File: config.mk
export PLATFORM = sky130hd
export DESIGN_NAME = serial_frame_rx
export DESIGN_NICKNAME = d
export VERILOG_FILES = /design/src/rtl/serial_pkg.sv /design/src/rtl/serial_frame_rx_shifter.sv /design/src/rtl/serial_frame_rx.sv
export SDC_FILE = /design/constraint.sdc
export NUM_CORES = 1
export LEC_CHECK = 0
export CAP_MARGIN = 20
export CORE_MARGIN = 2
export CORE_UTILIZATION = 52
export CTS_CLUSTER_SIZE = 8
export DETAILED_ROUTE_END_ITERATION = 10
export PLACE_DENSITY = 0.81
export REMOVE_ABC_BUFFERS = 1
export SETUP_SLACK_MARGIN = 0.4
export SLEW_MARGIN = 10
export SYNTH_ARGS = -nofsm -noshare
export SYNTH_HDL_FRONTEND = slang
export SYNTH_SLANG_ARGS = --single-unit
File: constraint.sdc
create_clock -name clk_50MHz_i -period 1.85 [get_ports clk_50MHz_i]
set_clock_uncertainty 0.15 [all_clocks]
set_input_delay 0.185 -clock clk_50MHz_i [delete_from_list [all_inputs] [get_ports clk_50MHz_i]]
set_output_delay 0.185 -clock clk_50MHz_i [all_outputs]
set_load 0.03 [all_outputs]
File: src/rtl/serial_pkg.sv
// Shared types and constants for the serial frame receiver.
package serial_pkg;

    typedef enum logic [1:0] {
        IDLE   = 2'd0,
        DATA   = 2'd1,
        PARITY = 2'd2,
        STOP   = 2'd3
    } state_t;

    localparam int DW_DEFAULT = 8;
    localparam int CNT_W      = $clog2(DW_DEFAULT + 1);
    localparam logic LINE_IDLE = 1'b1;

    // Bit-counter width for an arbitrary data width.
    function automatic int cnt_width(input int dw);
        return $clog2(dw + 1);
    endfunction

endpackage

File: src/rtl/serial_frame_rx_shifter.sv
// Enable-gated LSB-first deserializer with a running parity XOR.
module serial_frame_rx_shifter #(
    parameter int DW = 8
) (
    input  logic          clk_50MHz_i,
    input  logic          rst_async_la_i,
    input  logic          clear,
    input  logic          shift,
    input  logic          fold,
    input  logic          bit_in,
    output logic [DW-1:0] data,
    output logic          parity
);

    // New bits enter at the MSB so the first bit received ends up in bit 0.
    always_ff @(posedge clk_50MHz_i or negedge rst_async_la_i) begin
        if (!rst_async_la_i) begin
            data   <= '0;
            parity <= 1'b0;
        end else if (clear) begin
            data   <= '0;
            parity <= 1'b0;
        end else if (shift) begin
            data   <= {bit_in, data[DW-1:1]};
            parity <= parity ^ bit_in;
        end else if (fold) begin
            parity <= parity ^ bit_in;
        end
    end

endmodule

File: src/rtl/serial_frame_rx.sv
// Serial frame receiver: start detect, LSB-first data, optional parity, stop,
// and a one-deep valid/ready output register with error pulses.
module serial_frame_rx
    import serial_pkg::*;
#(
    parameter int DW         = 8,
    parameter bit PARITY_EN  = 1'b1,
    parameter bit PARITY_ODD = 1'b0
) (
    input  logic          clk_50MHz_i,
    input  logic          rst_async_la_i,
    input  logic          D_i,
    input  logic          Enable_i,
    input  logic          Ready_i,
    output logic [DW-1:0] Data_o,
    output logic          Valid_o,
    output logic          Busy_o,
    output logic          Parity_err_o,
    output logic          Frame_err_o,
    output logic          Overrun_o
);

    localparam int CW = cnt_width(DW);
    localparam logic [CW-1:0] LAST = CW'(DW - 1);

    state_t        state;
    state_t        state_next;
    logic [CW-1:0] cnt;
    logic [DW-1:0] shift_data;
    logic          shift_parity;
    logic          start;
    logic          shift;
    logic          fold;
    logic          stop_eval;
    logic          parity_bad;
    logic          good;
    logic          load;

    assign start      = Enable_i && (state == IDLE) && (D_i != LINE_IDLE);
    assign shift      = Enable_i && (state == DATA);
    assign fold       = Enable_i && (state == PARITY);
    assign stop_eval  = Enable_i && (state == STOP);
    // The running XOR already includes the parity bit, so a good frame leaves PARITY_ODD.
    assign parity_bad = (PARITY_EN != 1'b0) && (shift_parity != PARITY_ODD);
    assign good       = stop_eval && (D_i == LINE_IDLE) && !parity_bad;
    assign load       = good && (!Valid_o || Ready_i);

    always_comb begin
        state_next = state;
        if (Enable_i) begin
            case (state)
                IDLE: begin
                    if (D_i != LINE_IDLE) state_next = DATA;
                end
                DATA: begin
                    if (cnt == LAST) begin
                        if (PARITY_EN != 1'b0) state_next = PARITY;
                        else                   state_next = STOP;
                    end
                end
                PARITY:  state_next = STOP;
                STOP:    state_next = IDLE;
                default: state_next = IDLE;
            endcase
        end
    end

    always_ff @(posedge clk_50MHz_i or negedge rst_async_la_i) begin
        if (!rst_async_la_i) begin
            state  <= IDLE;
            cnt    <= '0;
            Busy_o <= 1'b0;
        end else begin
            state  <= state_next;
            Busy_o <= (state_next != IDLE);
            if (start)      cnt <= '0;
            else if (shift) cnt <= cnt + 1'b1;
        end
    end

    serial_frame_rx_shifter #(.DW(DW)) u_shifter (
        .clk_50MHz_i    (clk_50MHz_i),
        .rst_async_la_i (rst_async_la_i),
        .clear          (start),
        .shift          (shift),
        .fold           (fold),
        .bit_in         (D_i),
        .data           (shift_data),
        .parity         (shift_parity)
    );

    // Output register: a load wins over a same-cycle transfer; a blocked good word is dropped.
    always_ff @(posedge clk_50MHz_i or negedge rst_async_la_i) begin
        if (!rst_async_la_i) begin
            Data_o       <= '0;
            Valid_o      <= 1'b0;
            Parity_err_o <= 1'b0;
            Frame_err_o  <= 1'b0;
            Overrun_o    <= 1'b0;
        end else begin
            Frame_err_o  <= stop_eval && (D_i != LINE_IDLE);
            Parity_err_o <= stop_eval && (D_i == LINE_IDLE) && parity_bad;
            Overrun_o    <= good && Valid_o && !Ready_i;
            if (load) begin
                Data_o  <= shift_data;
                Valid_o <= 1'b1;
            end else if (Valid_o && Ready_i) begin
                Valid_o <= 1'b0;
            end
        end
    end

endmodule
== After elaboration in Yosys (flattened, before gate mapping) ==
Cells that the tools add are included.
Storage, ports and cells
  memories kept: 0
  bits in registers: 28
  word-level logic and storage cells: 52
  latch bits: 0
  RAM bits: 0
  ROM bits: 0
Cells by class
  shift operators: 0
  magnitude comparators: 0
  reductions and logical operators: 22
  bitwise operators: 2
  divide/modulo/power cells: 0
  $mul: 0
  muxes and demuxes: 13
  $add $sub $neg: 1
  eq/ne operators: 4
Operator list (count)
  $mux W8: 2
  $logic_and A1 B1 Y1: 13
  $mux W4: 2
  $pmux W2 S4: 1
  $mux W2: 3
  $reduce_bool A2 Y1: 3
  $mux W1: 5
  $add A4 B1 Y4 const B: 1
  $eq A2 B2 Y1 const B: 2
  $eq A4 B3 Y1 const B: 1
  $logic_not A1 Y1: 3
  $reduce_bool A3 Y1: 1
  $eq A2 B1 Y1 const B: 1
  $logic_not A2 Y1: 1
  $logic_or A1 B1 Y1: 1
  $not A1 Y1: 1
  $xor A1 B1 Y1: 1

== Depth between registers and ports, before layout ==
Gate-level depths: netlist of run 1.
  word-level depth: 6
  gate-level depth with buffers: 5
  mapped depth without buffers: 4

== Cells and area by module ==
Synthesis of run 1 repeated with hierarchy kept, for this count alone.
Unflattened totals
  cell total of the unflattened synthesis: 96
  area, all modules: 1203.7 sq um
By module, submodules not included
  serial_frame_rx: sequential area each 475.5 sq um, cells each 65, area an instance 814.5 sq um, instances 1
  serial_frame_rx_shifter: sequential area each 225.2 sq um, cells each 31, area an instance 389.1 sq um, instances 1

== Least setup slack after synthesis of run 1 ==
Ideal clock, no wire load.
  path type: reg2reg
  start: register Valid_o
  end: register Data_o[0]
  arrival: 1.323 ns
  clock period less this slack: 1.598 ns
  library setup time: 0.125 ns
  path buffers: 0
  data required time: 1.575 ns
  cell stages (with the launch flop): 4
  path slack: 0.252 ns
  cells stage by stage: dfrtp_1 -> nand2b_1 -> nor3b_4 -> mux2_2
Between the ends
  cells in the longest elaborated chain, start to end: 3
Ends and longest elaborated chain
  start: declaration: RTL line serial_frame_rx.sv:16  | output logic Valid_o,
  start signal: assignment: RTL line serial_frame_rx.sv:96  | Valid_o <= 1'b0;
  start signal: assignment: RTL line serial_frame_rx.sv:106  | Valid_o <= 1'b1;
  start signal: assignment: RTL line serial_frame_rx.sv:108  | Valid_o <= 1'b0;
  $logic_not A1 Y1: RTL line serial_frame_rx.sv:46  | assign load = good && (!Valid_o || Ready_i);
  $logic_or A1 B1 Y1: RTL line serial_frame_rx.sv:46
  $logic_and A1 B1 Y1: RTL line serial_frame_rx.sv:46
  end signal: assignment: RTL line serial_frame_rx.sv:105  | Data_o <= shift_data;
  end: declaration: RTL line serial_frame_rx.sv:15  | output logic [DW-1:0] Data_o,
Every way passes these cells.
A chain may end at the register's enable or synchronous reset.

== Worst setup path in the final report of run 1 ==
  start: register state[1]
  end: register Data_o[3]
Between the ends
  cells in the longest elaborated chain, start to end: 5
Ends and longest elaborated chain
  start: declaration: RTL line serial_frame_rx.sv:26  | state_t state;
  start signal: assignment: RTL line serial_frame_rx.sv:74  | state <= state_next;
  $eq A2 B2 Y1: RTL line serial_frame_rx.sv:42  | assign stop_eval = Enable_i && (state == STOP);
  $logic_and A1 B1 Y1: RTL line serial_frame_rx.sv:42
  $logic_and A1 B1 Y1 (2 in series): RTL line serial_frame_rx.sv:45  | assign good = stop_eval && (D_i == LINE_IDLE) && !parity_bad;
  $logic_and A1 B1 Y1: RTL line serial_frame_rx.sv:46
Every way passes these cells.

==> results of run 1 <==
worst reg2reg max path, cell delays in order (launching register included):
cell     delay (ns)
dfrtp_2        0.44
nand4_4        0.12
nor3b_4        0.24
buf_12         0.17
mux2_4         0.30
power groups by stage:
stage	Sequential, mW	Combinational (mW)	Clock, mW
after global routing	1.05	1.02	0.430
final	1.02	0.943	0.405
after detailed placement	0.999	0.795	0
after CTS	0.985	0.832	0.408
after global placement	0.989	0.772	0
after floorplan	1.11	0.347	0
how the worst max path moves through the flow:
stage / start / endpoint / slack [ns]
6_report: state[1]$_DFF_PN0_ / Data_o[3]$_DFFE_PN0P_ / 0.33
5_1_grt: state[1]$_DFF_PN0_ / Data_o[3]$_DFFE_PN0P_ / 0.29
4_1_cts: Valid_o$_DFFE_PN0P_ / Data_o[3]$_DFFE_PN0P_ / 0.34
3_5_place_dp: Enable_i / Data_o[3]$_DFFE_PN0P_ / -0.004
3_3_place_gp: Enable_i / Data_o[4]$_DFFE_PN0P_ / 0.02
2_1_floorplan: state[0]$_DFF_PN0_ / Data_o[0]$_DFFE_PN0P_ / 0.15
synthesized netlist by cell type (2+ instances only):
cell,instances,share of area (%)
a21oi_1,10,4.0
a22o_1,3,2.1
buf_4,2,1.2
buf_6,3,2.7
dfrtp_1,28,56
inv_1,4,1.2
mux2_2,8,7.2
nand2_1,16,4.8
nand2b_1,3,1.5
nor2_1,3,0.90
nor3_1,2,0.80
o21ai_0,4,1.6
or3_1,2,1.0
timing repair:
action	4_1_cts	5_1_grt
pin swaps	2	6
endpoints found under the hold margin	0	0
buffers inserted	2	2
setup endpoints to repair	34	33
hold buffers	0	0
resized for setup	28	41
registers in the layout, indices dropped and copies added, names as in the netlist:
name / count
Frame_err_o: 1
Overrun_o: 1
cnt: 4
state: 2
Valid_o: 1
u_shifter.parity: 1
Parity_err_o: 1
Busy_o: 1
Data_o: 8
u_shifter.data: 8
final cells by class:
cell class	instances	area share, %
tap	28	2.113
inverter	4	0.9057
clock inverter	1	1.811
sequential	28	42.49
clock buffer	3	1.358
multi-input combinational	68	35.17
timing repair buffer	32	16.15
through the flow:
step,setup WS [ns],setup TNS [ns],cells
2_1_floorplan,0.1520,0,100
3_3_place_gp,0.02368,0,156
3_5_place_dp,-0.003613,-0.003613,156
4_1_cts,0.3435,0,162
5_1_grt,0.2876,0,164
6_report,0.3341,0,164
layer usage:
metal,vias to the layer above,wire length (um),track usage (%)
li1,428,-,-
met1,462,1131,27.17
met2,44,1412,38.54
met3,10,160,2.825
met4,0,54,11.54
met5,-,0,0
kinds of logic (layout without fill, tap and decap cells):
logic type | count (synthesis) | count (layout) | share of synthesized area (%)
AO/OA/AOI/OAI | 23 | 23 | 11.32
XOR/XNOR | 1 | 1 | 0.7015
adder cells (fa/ha/maj) | 1 | 1 | 1.002
buffers and inverters | 11 | 40 | 5.810
flip-flops | 28 | 28 | 56.11
multiplexers | 8 | 8 | 7.215
AND/OR/NAND/NOR | 35 | 35 | 17.84
==> run summary, run 1 <==
worst-skew pair later-pin latency - 0.33 ns
Slew Limit Fails - 0
CP max-delay cell - dfrtp_2
Setup violations, final - 0
vias - 944
TritonCTS clock tree - yes
EDFF count, synth - 0
Placer Congestion - 0.7496
fraction of registers with async set/reset - 100.0%
layout cells sized above 1 - 43.38%
worst r2r src - state[1]$_DFF_PN0_
worst path arrival time - 1.60 ns
Mapped Area - 0.001249 mm^2
power share of the sequential group - 43.1%
io pins - 18
PortBufs - 17
H-Tree Depth - 1
min Tclk post-route - 1.516 ns
CTS buffer count - 3
P_leak - 0.7732 nW
Ys Warns - 0
DRT iter0 DRCs - 28
Psw - 0.8956 mW
status - finished clean
total grt overflow - 0
worst slew margin relative to its limit - 76.72%
DRC viols - 0
vias in the first global route - 927
P_int - 1.473 mW
largest net degree at the start of global routing - 29
Cell Chain, Critical Path - nand4_4 -> nor3b_4 -> buf_12 -> mux2_4
Worst path depth - 4
slew of the pin with the lowest slew margin - 0.3492 ns
final design utilization - 74.23%
Worst EP required - 1.93 ns
n_diodes - 0
Via density - 5.756
DIE WIDTH - 53.01 um
Critical R2R Capture - Data_o[3]$_DFFE_PN0P_
Multi-input gate area - 583.1 um^2
CTS Sinks - 28
Top FF cell, synth - dfrtp_1
final wirelength - 2.759 mm
max-capacitance violation count - 0
maximum vdd drop - 924.9 uV
f_max - 0.6597 GHz
Register Area - 704.4 um^2
CTS clk-pin slew, worst paths - 0.15 ns
dpl hpwl - 1.599 mm
Register-to-Register Path Depth - 4
Power, Total - 2.369 mW
num rows - 17
RSZ-0062 raised after global routing - yes
most common cell after layout, fill and taps aside - dfrtp_1
R2R Setup Slk - 0.33 ns
minimum hold slack - 0.05451 ns
Combinational Power Share - 39.8%
slowest stage delay, CP - 0.44 ns
FF+latch count, synth - 28
area of the core - 0.002233 mm^2
Syn Inst Count - 107
Final Hold Vio Count - 0
Nets - 143
drt wl/cell - 16.82 um
Seq/Total Area, Yosys - 56.11%
first-pass GRT wire length - 4.326 mm
Final ANT Viol Nets - 0
clock share of power - 17.1%
cell area after placement - 0.001491 mm^2
number of detailed-routing iterations run before antenna repair - 4
Clock Path Buffers - 2
Distinct cells, synth - 32
synthesis-to-layout area growth - 32.77%
Max Fanout on Critical Path - 8
Buffers & Inverters on Critical Path - 1
Crit path max-delay family - flip-flops
DIE AREA - 0.002810 mm^2
initial antenna violation count - 0
DIE HEIGHT - 53.01 um
final non-filler cell area - 0.001658 mm^2
Initial Util - 55.91%
most frequent cells in the layout - 25 x dfrtp_1, 13 x nand2_1, 9 x clkbuf_2, 9 x buf_4
cell area power density - 1429 mW/mm^2
Tcrit/Tclk final - 81.94%
Sw Ratio - 37.81%
Fill cells - 150
Worst Hold Class - primary input to async pin
Crit. End Element - register
global-route usage over all layers - 22.35%
startpoint types - register
crit path kind - register to register
Avg Synthesized Cell Area - 11.67 um^2
root buf cell - clkbuf_4
Note: power is estimated with default switching activity, not from simulation.
==> run 2: changes to the inputs <==
- clock period: 1.85 -> 1.4 ns (I/O delays scaled with it)
==> run summary, run 2 (synthesis gave the netlist of run 1 again) <==
Via density - 5.497
CTS Sinks - 28
CTS buffer count - 3
vias in the first global route - 901
final design utilization - 75.57%
Crit. End Element - register
min Tclk post-route - 1.531 ns
most frequent cells in the layout - 27 x dfrtp_1, 16 x buf_4, 15 x buf_6
initial antenna violation count - 0
Max Fanout on Critical Path - 8
failing checks - hold timing, setup timing
vias - 929
Worst Hold Class - primary input to async pin
Setup violations, final - 21
DIE HEIGHT - 53.01 um
final wirelength - 2.623 mm
crit path kind - register to register
cell area power density - 1863 mW/mm^2
Nets - 148
RSZ-0062 raised after global routing - yes
H-Tree Depth - 1
slew of the pin with the lowest slew margin - 0.2777 ns
maximum vdd drop - 1287 uV
P_leak - 0.7790 nW
TritonCTS clock tree - yes
total grt overflow - 0
DRT iter0 DRCs - 22
drt wl/cell - 15.52 um
most common cell after layout, fill and taps aside - dfrtp_1
Slew Limit Fails - 0
max-capacitance violation count - 0
PortBufs - 17
DRC viols - 0
Cell Chain, Critical Path - nand4_4 -> nor3b_4 -> buf_12 -> mux2_2
Buffers & Inverters on Critical Path - 1
area of the core - 0.002233 mm^2
root buf cell - clkbuf_4
layout cells sized above 1 - 42.55%
Top Registers - Data_o: 8 flops, u_shifter.data: 8 flops, cnt: 4 flops
worst slew margin relative to its limit - 81.41%
io pins - 18
Tcrit/Tclk final - 109.3%
CTS clk-pin slew, worst paths - 0.15 ns
minimum hold slack - -0.01336 ns
Worst EP required - 1.49 ns
DIE AREA - 0.002810 mm^2
startpoint types - register
largest net degree at the start of global routing - 29
final setup margin - -0.1309 ns
Final Hold Vio Count - 28
CP max-delay cell - dfrtp_2
num rows - 17
Placer Congestion - 0.8346
worst-skew pair later-pin latency - 0.34 ns
global-route usage over all layers - 20.70%
DIE WIDTH - 53.01 um
Initial Util - 55.91%
synthesis-to-layout area growth - 35.17%
n_diodes - 0
worst path arrival time - 1.62 ns
Final ANT Viol Nets - 0
number of detailed-routing iterations run before antenna repair - 4
status - finished, violations left
first-pass GRT wire length - 4.022 mm
Crit path max-delay family - flip-flops
f_max - 0.6532 GHz
slowest stage delay, CP - 0.47 ns
dpl hpwl - 1.677 mm
Clock Path Buffers - 2
-- run 2: cell types whose count changed in the layout (fill, tap and decap cells not counted), moves of 3 or more --
cell	change
buf_6	+10
clkbuf_2	-9
buf_4	+7
mux2_2	+7
mux2_4	-7
a21oi_1	+6
a21oi_2	-6
clkdlybuf4s15_1	-3
nand2_4	-3
-- run 2: layout make-up --
type / count / area (um^2)
inverters: 4 / 15.01
clock buffers: 3 / 22.52
flip-flops and latches: 28 / 701.9
well taps: 28 / 35.03
repair buffers: 37 / 369.1
fillers: 147 / 545.5
clock inverters: 1 / 30.03
multi-input cells: 68 / 514.2
-- run 2: metal layers --
layer	vias up	GRT usage [%]	wire length [um]
li1	438	-	-
met1	459	25.33	1080
met2	23	35.00	1347
met3	9	2.825	94
met4	0	11.54	101
met5	-	0	0
-- run 2: through the flow --
| step | cells | TNS (ns) | power (mW) | setup WS, ns | cell area (um^2) |
|---|---|---|---|---|---|
| final | 169 | -1.752 | 3.145 | -0.1309 | 1688 |
| after global routing | 169 | -2.709 | 3.332 | -0.1748 | 1688 |
| after detailed placement | 163 | -8.026 | 2.467 | -0.4203 | 1556 |
| after global placement | 163 | -7.269 | 2.413 | -0.3886 | 1556 |
| after CTS | 168 | -1.556 | 3.065 | -0.1116 | 1639 |
| after floorplan | 100 | -2.995 | 1.926 | -0.2980 | 1191 |
-- run 2: report_power, final --
| group | internal (mW) | switching, mW |
|---|---|---|
| Sequential | 1.07 | 0.221 |
| Combinational | 0.643 | 0.674 |
| Clock | 0.290 | 0.242 |
-- run 2: repair_timing --
item	4_1_cts	5_1_grt
gates resized for setup	95	10
setup endpoints to repair	41	41
pin swaps	1	3
endpoints found under the hold margin	28	28
buffers inserted	1	1
-- run 2: final timing paths --
path | cells past startpoint | start | slack (ns) | end
max reg2reg | 4 | state[1]$_DFF_PN0_ | -0.13 | Data_o[4]$_DFFE_PN0P_
min | 2 | rst_async_la_i | -0.01 | Busy_o$_DFF_PN0_
min reg2reg | 1 | cnt[3]$_DFFE_PN0P_ | 0.38 | state[1]$_DFF_PN0_
min in group clk_50MHz_i | 3 | Ready_i | 0.33 | Overrun_o$_DFF_PN0_
max | 4 | state[1]$_DFF_PN0_ | -0.13 | Data_o[4]$_DFFE_PN0P_
max in group asynchronous | 2 | rst_async_la_i | 0.96 | state[1]$_DFF_PN0_
